### config.mk
export PLATFORM = sky130hd
export DESIGN_NAME = enthdr_ctrl
export DESIGN_NICKNAME = d
export VERILOG_FILES = /design/src/rtl/enthdr_pkg.sv /design/src/rtl/enthdr_bit_shifter.sv /design/src/rtl/enthdr_ctrl.sv
export SDC_FILE = /design/constraint.sdc
export NUM_CORES = 1
export LEC_CHECK = 0
export CORE_MARGIN = 5
export CORE_UTILIZATION = 58
export DETAILED_ROUTE_END_ITERATION = 10
export GPL_ROUTABILITY_DRIVEN = 1
export PLACE_DENSITY_LB_ADDON = 0.3
export SETUP_SLACK_MARGIN = 0.4
export SLEW_MARGIN = 30
export SYNTH_ARGS = -nofsm -noshare
export SYNTH_HDL_FRONTEND = slang
export SYNTH_SLANG_ARGS = --single-unit
### constraint.sdc
create_clock -name i_sys_clk -period 2.97 [get_ports i_sys_clk]
set_input_delay 0.7425 -clock i_sys_clk [delete_from_list [all_inputs] [get_ports i_sys_clk]]
set_output_delay 0.7425 -clock i_sys_clk [all_outputs]
set_load 0.01 [all_outputs]
### src/rtl/enthdr_pkg.sv
// Shared definitions for the ENTHDR0 controller and target: default bus constants
// and the common sequence state encoding.
package enthdr_pkg;

    localparam logic [6:0] BROADCAST_ADDR_DEF = 7'h7E;
    localparam logic [7:0] ENTHDR_CMD_DEF     = 8'h20;

    typedef enum logic [2:0] {
        ST_IDLE,
        ST_START,
        ST_ADDRESS,
        ST_ACK,
        ST_CMD,
        ST_PARITY,
        ST_STOP,
        ST_DONE
    } enthdr_state_e;

endpackage

### src/rtl/enthdr_bit_shifter.sv
// MSB-first byte serialiser: load presents bit 7, each shift presents the next bit
// and counts down; the count wraps 0->7 at the byte boundary.
module enthdr_bit_shifter (
    input  logic       i_sys_clk,
    input  logic       i_sys_rst,
    input  logic       load,
    input  logic [7:0] load_data,
    input  logic       shift,
    output logic       sda_next,
    output logic [2:0] bit_cnt
);

    logic [6:0] tail;

    always_ff @(posedge i_sys_clk or posedge i_sys_rst) begin
        if (i_sys_rst) begin
            tail    <= '0;
            bit_cnt <= '0;
        end else if (load) begin
            tail    <= load_data[6:0];
            bit_cnt <= 3'd7;
        end else if (shift) begin
            tail    <= {tail[5:0], 1'b0};
            bit_cnt <= bit_cnt - 3'd1;
        end
    end

    // Value the caller registers onto SDA in the same cycle as load/shift.
    assign sda_next = load ? load_data[7] : tail[6];

endmodule

### src/rtl/enthdr_ctrl.sv
// Controller side of the I3C ENTHDR0 entry: START, broadcast address, ACK, the
// ENTHDR0 CCC and the T bit, or a STOP when the address is NACKed.
module enthdr_ctrl
    import enthdr_pkg::*;
#(
    parameter logic [6:0] BROADCAST_ADDR = BROADCAST_ADDR_DEF,
    parameter logic [7:0] ENTHDR_CMD     = ENTHDR_CMD_DEF,
    parameter int         START_HOLD     = 4
) (
    input  logic i_sys_clk,
    input  logic i_sys_rst,
    input  logic i_engine_en,
    input  logic i_sda,
    input  logic i_scl_pos_edge,
    input  logic i_scl_neg_edge,
    output logic o_sda,
    output logic o_pp_od,
    output logic o_scl_run,
    output logic o_engine_done,
    output logic o_nack
);

    localparam logic [7:0] HOLD_LAST = 8'(START_HOLD - 1);
    localparam logic       PARITY_T  = ~^ENTHDR_CMD;

    enthdr_state_e state;
    logic [7:0]    hold_cnt;
    logic          ack_seen;
    logic          nack_flag;
    logic          rearm_wait;

    logic       pos_stb;
    logic       neg_stb;
    logic       sh_load;
    logic       sh_shift;
    logic [7:0] sh_load_data;
    logic       sh_sda_next;
    logic [2:0] bit_cnt;

    // A coincident pair of strobes is treated as a rising edge only.
    assign pos_stb = i_scl_pos_edge;
    assign neg_stb = i_scl_neg_edge & ~i_scl_pos_edge;

    assign sh_load = i_engine_en & neg_stb &
                     (((state == ST_START) & o_scl_run) |
                      ((state == ST_ACK) & ack_seen & ~nack_flag));
    assign sh_shift = i_engine_en & neg_stb &
                      ((state == ST_ADDRESS) | (state == ST_CMD));
    assign sh_load_data = (state == ST_ACK) ? ENTHDR_CMD : {BROADCAST_ADDR, 1'b0};

    enthdr_bit_shifter u_shifter (
        .i_sys_clk (i_sys_clk),
        .i_sys_rst (i_sys_rst),
        .load      (sh_load),
        .load_data (sh_load_data),
        .shift     (sh_shift),
        .sda_next  (sh_sda_next),
        .bit_cnt   (bit_cnt)
    );

    always_ff @(posedge i_sys_clk or posedge i_sys_rst) begin
        if (i_sys_rst) begin
            state         <= ST_IDLE;
            o_sda         <= 1'b1;
            o_pp_od       <= 1'b0;
            o_scl_run     <= 1'b0;
            o_engine_done <= 1'b0;
            o_nack        <= 1'b0;
            hold_cnt      <= '0;
            ack_seen      <= 1'b0;
            nack_flag     <= 1'b0;
            rearm_wait    <= 1'b0;
        end else begin
            o_engine_done <= 1'b0;
            o_nack        <= 1'b0;
            if (state != ST_IDLE && !i_engine_en) begin
                state     <= ST_IDLE;
                o_sda     <= 1'b1;
                o_pp_od   <= 1'b0;
                o_scl_run <= 1'b0;
            end else begin
                case (state)
                    ST_IDLE: begin
                        o_sda     <= 1'b1;
                        o_pp_od   <= 1'b0;
                        o_scl_run <= 1'b0;
                        if (!i_engine_en) begin
                            rearm_wait <= 1'b0;
                        end else if (!rearm_wait) begin
                            state    <= ST_START;
                            o_sda    <= 1'b0;
                            hold_cnt <= '0;
                        end
                    end
                    ST_START: begin
                        if (!o_scl_run) begin
                            if (hold_cnt == HOLD_LAST) o_scl_run <= 1'b1;
                            else                       hold_cnt  <= hold_cnt + 8'd1;
                        end else if (neg_stb) begin
                            state <= ST_ADDRESS;
                            o_sda <= sh_sda_next;
                        end
                    end
                    ST_ADDRESS: begin
                        if (neg_stb) begin
                            if (bit_cnt == 3'd0) begin
                                state     <= ST_ACK;
                                o_sda     <= 1'b1;
                                ack_seen  <= 1'b0;
                                nack_flag <= 1'b0;
                            end else begin
                                o_sda <= sh_sda_next;
                            end
                        end
                    end
                    ST_ACK: begin
                        if (pos_stb) begin
                            ack_seen  <= 1'b1;
                            nack_flag <= i_sda;
                        end else if (neg_stb && ack_seen) begin
                            if (nack_flag) begin
                                state     <= ST_STOP;
                                o_sda     <= 1'b0;
                                o_scl_run <= 1'b0;
                                hold_cnt  <= '0;
                            end else begin
                                state   <= ST_CMD;
                                o_pp_od <= 1'b1;
                                o_sda   <= sh_sda_next;
                            end
                        end
                    end
                    ST_CMD: begin
                        if (neg_stb) begin
                            if (bit_cnt == 3'd0) begin
                                state <= ST_PARITY;
                                o_sda <= PARITY_T;
                            end else begin
                                o_sda <= sh_sda_next;
                            end
                        end
                    end
                    // SCL keeps running and push-pull stays on: the bus is now in HDR.
                    ST_PARITY: begin
                        if (neg_stb) begin
                            state         <= ST_DONE;
                            o_engine_done <= 1'b1;
                        end
                    end
                    ST_STOP: begin
                        if (hold_cnt == HOLD_LAST) begin
                            state         <= ST_DONE;
                            o_sda         <= 1'b1;
                            o_engine_done <= 1'b1;
                            o_nack        <= nack_flag;
                        end else begin
                            hold_cnt <= hold_cnt + 8'd1;
                        end
                    end
                    ST_DONE: begin
                        state      <= ST_IDLE;
                        rearm_wait <= 1'b1;
                        o_sda      <= 1'b1;
                        o_pp_od    <= 1'b0;
                        o_scl_run  <= 1'b0;
                    end
                    default: state <= ST_IDLE;
                endcase
            end
        end
    end

endmodule

After elaboration in Yosys (flattened, before gate mapping)
Index checks and enable logic that the tools add are counted. Widths: inputs -> output; s select.

Register bits: 29. Output and inout bits: 5. Word-level logic and storage cells: 148.

Add/sub/neg operators: 2. Equal/unequal tests: 32. Multiplexer cells: 69. Bitwise gates (word level): 12. Reduce and logical (&&, ||, !) cells: 21.

Operators with widths (number): $mux 8 (8); $mux 3 (15); $mux 1 (34); $pmux 8 s4 (1); $pmux 3 s8 (1); $ne 3x2->1 const B (7); $ne 2x2->1 const B (8); $reduce_and 8->1 (2); $mux 7 (2); $eq 3x3->1 const B (4); $ne 3x3->1 const B (4); $reduce_and 12->1 (1); $pmux 1 s2 (5); $ne 3x1->1 const B (3); $add 8x1->8 const B (1); $eq 8x2->1 const B (1); $reduce_and 4->1 (2); $reduce_bool 4->1 (2); $reduce_bool 8->1 (1); $and 1x1->1 (7); $pmux 1 s7 (1); $eq 3x2->1 const B (2); $logic_not 3->1 (2); $reduce_bool 2->1 (3); other kinds (13) (19).

Depth between registers and ports, before layout
Gate-level depths: netlist of the first run.

Depth after elaboration: 11. Depth in mapped cells: 7. Gate-level depth less buffers: 7.

By module
A second synthesis of the first run with hierarchy kept.

Cell total of the unflattened synthesis: 203. Area total of the unflattened synthesis: 1876.8 sq um.

Modules (own cells, without submodules): enthdr_ctrl (times used 1, cells each 156, area an instance 1385.1 sq um, seq. area each 476.7 sq um); enthdr_bit_shifter (times used 1, cells each 47, area an instance 491.7 sq um, seq. area each 250.2 sq um).

Least setup slack after synthesis of the first run
No wires, ideal clock.

Path kind: in2reg. From: in i_engine_en. To: reg state[1]. Data arrival time: 2.265 ns. Required time: 2.849 ns. Path slack: 0.584 ns. Stages on the path: 6. Cells stage by stage: clkbuf_1 nor2b_1 nor2b_1 a221o_1 or4_4 o22a_1.

Word-level cells in the longest chain between the ends: 4. Elaborated cells between the ends (all ways): 16. Classes of those cells: eq/ne: 12; mux: 1; reduce/logical: 3.

RTL lines: start, declared (RTL line enthdr_ctrl.sv:12) `input logic i_engine_en,`; $logic_not 1->1; $logic_and 1x1->1 (RTL line enthdr_ctrl.sv:76) `if (state != ST_IDLE && !i_engine_en) begin`; $ne 3x1->1 (no source line) (tied with other cells); $reduce_and 12->1 (no source line); end signal, assigned (RTL line enthdr_ctrl.sv:77) `state <= ST_IDLE;`; end signal, assigned (RTL line enthdr_ctrl.sv:90) `state <= ST_START;`; end signal, assigned (RTL line enthdr_ctrl.sv:100) `state <= ST_ADDRESS;`; end, declared (RTL line enthdr_ctrl.sv:26) `enthdr_state_e state;`.

Several ways; a longest one is shown, not always the timed one. A chain may end at the register's enable or synchronous reset.

Final worst setup path of the first run
From: in i_scl_neg_edge. To: reg state[1].

Word-level cells in the longest chain between the ends: 4. Elaborated cells between the ends (all ways): 8. Classes of those cells: eq/ne: 5; bitwise: 1; reduce/logical: 2.

RTL lines: start, declared (RTL line enthdr_ctrl.sv:15) `input logic i_scl_neg_edge,`; $and 1x1->1 (*) (RTL line enthdr_ctrl.sv:42) `assign neg_stb = i_scl_neg_edge & ~i_scl_pos_edge;`; $logic_and 1x1->1 (RTL line enthdr_ctrl.sv:120) `end else if (neg_stb && ack_seen) begin`; $ne 3x1->1 (no source line); $reduce_and 12->1 (no source line) (*); end signal, assigned (RTL line enthdr_ctrl.sv:122) `state <= ST_STOP;`; end signal, assigned (RTL line enthdr_ctrl.sv:127) `state <= ST_CMD;`; end signal, assigned (RTL line enthdr_ctrl.sv:136) `state <= ST_PARITY;`.

Every way passes the cells marked *; elsewhere a longest branch is shown, timed or not.

==> run summary, run 1 <==
The initial standard-cell utilization of the core came out at 60.89%. In this run the tightest slew margin relative to its limit is 54.56%. The maximum clock frequency came out at 0.4004 GHz. The portion of synthesized area spent on multiplexers is 5.589%. The number of antenna diodes in the final layout is 0.

The tightest min-delay check is of the flop to flop type. The count of distinct cell types in the synthesized netlist came out at 50. The clock tree root buffer cell is sky130_fd_sc_hd__clkbuf_4. For the worst-skew pair, the clock arrives at the later sink with an insertion delay of 330 ps. The area growth from synthesis to layout is 8.867%.

The global routing usage summed across all routing layers is 19.79%. The setup TNS is 0 ps. The number of instances resized during post-cts repair came out at 0. The number of clock buffers inserted by TritonCTS is 3. The critical setup path kind is input port to flop.

The number of sinks on the clock net came out at 27. The biggest area contributor in the post-synthesis netlist is sky130_fd_sc_hd__dfrtp_1. For the pin with the worst max-slew slack, the measured transition is 681.7 ps. The shortest clock period the worst path allows after layout is 2497 ps. The proportion of netlist area held by the largest area contributor is 38.75%. The instance count of the mapped netlist came out at 192. After clock tree synthesis, the clock-pin slew on the worst setup and hold paths is 150 ps. Among all cell types in the netlist, the one instantiated most often is sky130_fd_sc_hd__dfrtp_1. The number of levels in the clock H-tree came out at 1. The congestion estimate from routability-driven global placement came to 0.9171. The antenna violation net count after detailed routing came out at 0. At the worst endpoint, the arrival time is 2730 ps. The row count came out at 19.

The number of antenna violations at the first check in global routing came out at 0. The final-report hold violation count is 0. The net count of the finished layout came out at 209. The final standard cell utilization of the core came out at 66.29%.

The count of maximum capacitance violations is 0. The maximum number of pins on one net before global-route repair is 25. The post-CTS setup-driven buffer insertion count is 0. Across all hold checks on the routed design, the worst slack comes to 537.2 ps. After synthesis, the largest family of logic cells by area is simple AND/OR/NAND/NOR gates. The per-cell routed wire length is 15.94 µm. After floorplanning, the core was sized to cover 2758 µm².

Among all flip-flop cells after synthesis, the most frequent one is sky130_fd_sc_hd__dfrtp_1. The start point of the critical path is i_scl_neg_edge. Of the total synthesized cell area, the portion taken by XOR and XNOR cells is 1.565%.

Pin placement for this block handled 11 I/O pins. The die covers 4071 µm². The horizontal die dimension is 63.81 µm. The final total power came out at 1.233 mW.

The per-cell via count in the routed design came out at 6.217. The total iterations of the first detailed-routing run is 4. The worst setup path is launched from an input port.

The kind of end point of the critical path is a flop. Summing the areas of all compound-gate instances in the mapped netlist gives 19.00% of the synthesized area. The power per standard cell area is 674.5 nW/µm². At the worst endpoint, the required time is 3200 ps. IR analysis of the VDD net gives a maximum drop of 0.5960 mV. Ranked by total cell area, the synthesized netlist is headed by sky130_fd_sc_hd__dfrtp_1 (39%), sky130_fd_sc_hd__nand2_1 (4.2%), sky130_fd_sc_hd__a21oi_1 (3.9%).

After the first detailed-routing iteration, the DRC count stood at 89. The CTS tree is yes. The sequential share of the synthesized area is 40.31%. The placed wire-length estimate is 2.650 mm.

The commonest cells after synthesis are sky130_fd_sc_hd__dfrtp_1 (26), sky130_fd_sc_hd__nand2_1 (19), sky130_fd_sc_hd__nor2_1 (15). The share of the clock period used by the worst path came out at 84.08%. The mean instance size in the synthesized netlist is 8.745 µm². The flow ran to the end, and the final reports show no timing, DRC or antenna violations. The total leakage power came out at 0.8066 nW. The number of synthesized flops with an enable pin is 0. The worst register-to-register path begins at hold_cnt[0]$_DFFE_PP0P_. After detailed routing, the total wire length is 3.666 mm. The first global-routing pass estimated 6.582 mm of wire. The count of yosys warnings during synthesis is 0. The share of synthesized cell area in full adder, half adder and majority cells came out at 2.235%. The cell total after placement came out at 226.

The final max-slew violation count came out at 0. The non-filler instance count after layout is 230. Summing all flip-flop and latch instances after layout gives 676.9 µm². The startpoint of the worst hold path is hold_cnt[1]$_DFFE_PP0P_. The biggest fanout along the worst timing path is 4. The final setup violation count is 0. The number of fill cells in the layout is 238. The DRC violations left is 0. The vertical die dimension is 63.81 µm. The multi-input combinational cells in the finished layout cover a total of 913.4 µm². For this design, the CTS-stage hold fixing added 0 buffers. The clock arrives with 9.455 ps of skew. The number of I/O port buffers came out at 10. The proportion of synthesized flip-flops having asynchronous set or reset is 100.0%. The layout cell share with drive strength beyond 1 is 9.045%. The simple logic cell fraction of the synthesized area is 25.86%. The total congestion overflow is 0. The detailed router placed 1,430 vias in this run. The net count of the mapped netlist is 201. Setup repair after global routing left no endpoint under its margin.

The netlist area before placement is 1679 µm². The number of global-route vias before repair is 1,431. The clock passes through at most 2 buffers. In this run, synthesis produced a sequential element count of 27.
[routing by layer]
layer | global-route usage, % | vias up | share of wire (%)
met4 | 8.571 | 0 | 2.4
met3 | 3.327 | 9 | 4.9
met1 | 26.46 | 684 | 44
met2 | 31.53 | 38 | 49
met5 | 0 | - | 0
li1 | - | 699 | -
[area by class of cell]
class / instances / area share, %
multi-input cells: 145 / 49.97
flip-flops and latches: 27 / 37.03
repair buffers: 16 / 7.940
well taps: 31 / 2.122
inverters: 7 / 1.437
clock buffers: 3 / 1.232
clock inverters: 1 / 0.2738
[worst paths after layout]
kind | endpoint | slack (ps) | depth (start not counted)
max | state[1]$_DFFE_PP0P_ | 470 | 6
min | hold_cnt[1]$_DFFE_PP0P_ | 540 | 2
max reg2reg | state[1]$_DFFE_PP0P_ | 640 | 6
min reg2reg | hold_cnt[1]$_DFFE_PP0P_ | 540 | 2
max in group asynchronous | hold_cnt[0]$_DFFE_PP0P_ | 1690 | 3
min in group asynchronous | u_shifter.tail[4]$_DFFE_PP0P_ | 710 | 2
[critical path, cell delays in order]
cell	delay [ps]
sky130_fd_sc_hd__clkdlybuf4s50_1	520
sky130_fd_sc_hd__nor2b_2	230
sky130_fd_sc_hd__a2bb2oi_1	90
sky130_fd_sc_hd__a221o_1	370
sky130_fd_sc_hd__or4_4	550
sky130_fd_sc_hd__o22a_1	230
[sequential cells by signal, indices dropped and copies added, names as in the netlist]
register           cells
ack_seen               1
o_sda                  1
u_shifter.tail         5
u_shifter.bit_cnt      3
nack_flag              1
o_nack                 1
rearm_wait             1
hold_cnt               8
o_scl_run              1
state                  3
o_engine_done          1
o_pp_od                1
[power by group]
group          total (mW)  switching, mW  internal, mW
logic               0.497          0.260         0.237
registers           0.574          0.130         0.444
clock network       0.163          0.112        0.0507
[cell families after synthesis]
group,Yosys count
fa+ha+maj,3
compound gates,49
simple gates,81
mux,9
flops,27
xor+xnor,3
buf+inv,20
[cell usage in the layout (no fill, tap or decap), drive strengths merged, types with 2 or more instances in the layout]
master	instances
o221ai	2
a31oi	3
a21oi	13
o2111ai	2
nand2	19
o21ai	11
mux2	3
nand4b	2
nand2b	6
nor3	7
nor2b	7
and3b	3
nor2	15
mux2i	6
a2bb2oi	2
and2	4
or3	2
o31ai	4
xor2	2
inv	7
clkdlybuf4s50	10
dfrtp	26
clkbuf	3
o211ai	3
ha	3
buf	6
nand3	7
[per-stage QoR]
step / area, µm² / worst slack (ps)
after detailed placement: 1798 / 61.65
after global routing: 1828 / 409.2
after floorplan: 1679 / 584.2
final: 1828 / 472.7
after CTS: 1826 / 422.3
after global placement: 1798 / 184.9
Note: power is estimated with default switching activity, not from simulation.
==> inputs of run 2 (changes only) <==
Clock period 2.97 ns to 2.6 ns, I/O delays scaled along.
==> run 2 against run 1 <==
  * Setup slack better by 3.2 ps
  * Register-to-register slack worse by 150 ps
  * Worst hold slack worse by 3.1 ps
  * Combinational power up 27%
  * Sequential power up 13%
  * Sequential share of layout area down 2.2 points
  * Clock skew down 8.4 ps
  * Final cell count up 4.8%
  * Via count up 5.4%
  * Die area unchanged
  * Critical endpoint unchanged
  * Non-clock buffer count up 11
  * First-iteration DRC count up 11%
==> run summary, run 2 (same netlist as run 1, synthesis figures left out) <==
The cell family contributing the most delay on the critical path is simple AND/OR/NAND/NOR gates. Entering global routing, the biggest net connects 25 pins. The number of I/O port buffers is 10. The flow ran to the end, and the final reports show no timing, DRC or antenna violations.

After detailed routing, the total wire length is 3.824 mm. The initial utilization of the core area, before any placement, comes to 60.89%. The area enclosed by the die boundary is 4071 µm². The startpoint kind of the worst setup timing path is an input port. The number of levels in the clock H-tree came out at 1. The relative contribution of sequential cells to total power came out at 44.0%. For the pin with the worst max-slew slack, the measured transition is 500.4 ps. The biggest fanout along the worst timing path is 5. Headroom to the max-slew limit came out at 66.61%. The shortest clock period the worst path allows after layout came out at 2124 ps. The buffer depth of the longest clock path came out at 2. The post-placement worst setup slack is -150.3 ps. The final max-slew violation count came out at 0. The row count is 19. The analysis attributes to net switching a power of 0.5940 mW. The number of antenna violations at the first check in global routing came to 0.

The number of global-route vias before repair came out at 1,503. The first global-routing pass estimated 6.603 mm of wire. Final hold analysis gives a worst-case slack of 534.1 ps. The worst setup path is of the input port to flop kind. The core region is 2758 µm². The top-level I/O count came out at 11. The DRC violations left is 0. The placer's final routability congestion estimate came out at 0.9437. The final setup violation count is 0. The clock edge transition at the registers on the reported setup and hold paths is 150 ps. The setup slack of the critical path after layout is 475.9 ps. IR analysis of the VDD net gives a maximum drop of 0.6853 mV. Global routing used 19.54% of the available tracks. The register with the most flip-flops in the layout has 8 of them. The clock share of power came out at 12.9%. The CTS tree is yes.

The net count of the finished layout came out at 220. Internal power comes to 0.8764 mW. The area growth from synthesis to layout is 16.47%. The share of the clock period used by the worst path came out at 81.70%. The total iterations of the first detailed-routing run came out at 4. Leaving out fill and tap cells, the most frequent cell in the layout is sky130_fd_sc_hd__dfrtp_1. Setup repair after global routing left no endpoint under its margin. The floorplan step set the die width to 63.81 µm. The proportion of power drawn by combinational gates came out at 43.1%.

The largest registers in the layout are hold_cnt (8), u_shifter.tail (5). After detailed routing, the average wire length per cell comes to 15.87 µm. The most flop-heavy register is hold_cnt. The switching power share of the total came out at 40.40%. The stage delay of the slowest cell on the critical path is 500 ps. In this run the vertical extent of the chip is 63.81 µm. The cell sitting at the root of the clock tree is a sky130_fd_sc_hd__clkbuf_4. The total congestion overflow came out at 0. The number of sinks on the clock net came out at 27. Across the run, the number of max-cap violations was 0. The required time reported for the critical path endpoint is 2840 ps. The power per standard cell area is 751.9 nW/µm².

The first routing iteration left 99 violations. The kind of path behind the tightest hold check is flop to flop. The cell type of the slowest stage on the worst timing path is sky130_fd_sc_hd__or4_4. The routed layout has 1,507 vias. The post-cts hold buffer count came out at 0. Timing would allow up to 0.4708 GHz.

The number of buffers and inverters on the critical path is 1. The layout cell share with drive strength beyond 1 is 17.14%. Walking the worst path, the cells encountered are dlygate4sd2_1, and3b_2, o32ai_1, a221o_1, or4_4, o22a_1. In the layout the commonest cells are sky130_fd_sc_hd__dfrtp_1 (23), sky130_fd_sc_hd__nand2_1 (19), sky130_fd_sc_hd__buf_4 (17).

The antenna violation net count after detailed routing came out at 0. The final-report hold violation count is 0. Clock tree synthesis inserted a total of 3 buffers. Fill cells in the final layout number 214. The later-pin clock latency in the skew report is 330 ps. Data on the critical path arrives at its endpoint at 2360 ps. The count of inserted antenna diode cells is 0. The reg-to-reg setup timing slack is 490 ps.

The total leakage power came out at 0.8733 nW. Using the TritonRoute via totals, the vias-per-cell ratio works out to 6.253. Between clock sinks in the finished design, the worst skew comes to 1.076 ps. The placed wire-length estimate is 2.764 mm. The worst setup path is captured at a flop.
## run 2: cell types whose count changed in the layout (fill, tap and decap cells not counted), sizes merged
cell | previous run | this run
buf | 6 | 17
clkdlybuf4s50 | 10 | 7
clkinv | 1 | 0
clkinvlp | 0 | 1
dlygate4sd2 | 0 | 2
dlymetal6s2s | 0 | 1
## run 2: power groups by stage
stage	sequential [mW]	combinational, mW	clock, mW
2_1_floorplan	0.572	0.517	0
3_3_place_gp	0.644	0.577	0
3_5_place_dp	0.648	0.606	0
4_1_cts	0.641	0.613	0.195
5_1_grt	0.670	0.710	0.209
6_report	0.648	0.633	0.189
## run 2: timing repair
item / in CTS / in global routing
endpoints found under the setup margin: 8 / 7
pin swaps: 0 / 1
resized for setup: 9 / 4
setup buffers: 1 / 3
## run 2: worst paths after layout
path,startpoint,endpoint,cells past startpoint
max in group asynchronous,i_sys_rst,o_scl_run$_DFFE_PP0P_,3
worst min register to register,u_shifter.bit_cnt[1]$_DFFE_PP0P_,u_shifter.bit_cnt[1]$_DFFE_PP0P_,2
worst max register to register,hold_cnt[0]$_DFFE_PP0P_,state[1]$_DFFE_PP0P_,6
worst min-delay path,u_shifter.bit_cnt[1]$_DFFE_PP0P_,u_shifter.bit_cnt[1]$_DFFE_PP0P_,2
min in group asynchronous,i_sys_rst,u_shifter.tail[3]$_DFFE_PP0P_,2
worst max-delay path,i_scl_pos_edge,state[1]$_DFFE_PP0P_,6
## run 2: worst register-to-register path, cell delays in order (launching register included)
cell and delay (ps):
sky130_fd_sc_hd__dfrtp_1 440, sky130_fd_sc_hd__ha_4 180, sky130_fd_sc_hd__nor4b_4 260, sky130_fd_sc_hd__a21oi_2 110, sky130_fd_sc_hd__a221o_1 310, sky130_fd_sc_hd__or4_4 500, sky130_fd_sc_hd__o22a_1 230
## run 2: cell type report
| cell class | count | area, µm² | share of cell area [%] |
|---|---|---|---|
| multi-input cells | 145 | 952.2 | 48.69 |
| flip-flops and latches | 27 | 680.7 | 34.80 |
| repair buffers | 27 | 227.7 | 11.64 |
| well taps | 31 | 38.79 | 1.983 |
| inverters | 7 | 26.28 | 1.344 |
| clock buffers | 3 | 22.52 | 1.152 |
| clock inverters | 1 | 7.507 | 0.3839 |
## run 2: stage by stage
step / std cells / total power [mW] / instance area (µm²) / utilization [%] / setup TNS, ps
global placement: 233 / 1.221 / 1858 / 67.38 / -49.43
detailed placement: 233 / 1.255 / 1858 / 67.38 / -242.9
floorplan: 192 / 1.089 / 1697 / - / 0
global route: 241 / 1.589 / 1956 / 70.92 / 0
finish: 241 / 1.470 / 1956 / 70.92 / 0
CTS: 238 / 1.449 / 1918 / 69.56 / 0
## run 2: layer usage
layer / vias up / routed length (µm) / part of all wire [%] / track usage, %
met5: - / 0 / 0 / 0
met4: 0 / 41 / 1.1 / 5.974
met3: 5 / 178 / 4.7 / 2.452
met2: 49 / 1975 / 52 / 33.42
met1: 726 / 1628 / 43 / 25.73
li1: 727 / - / - / -
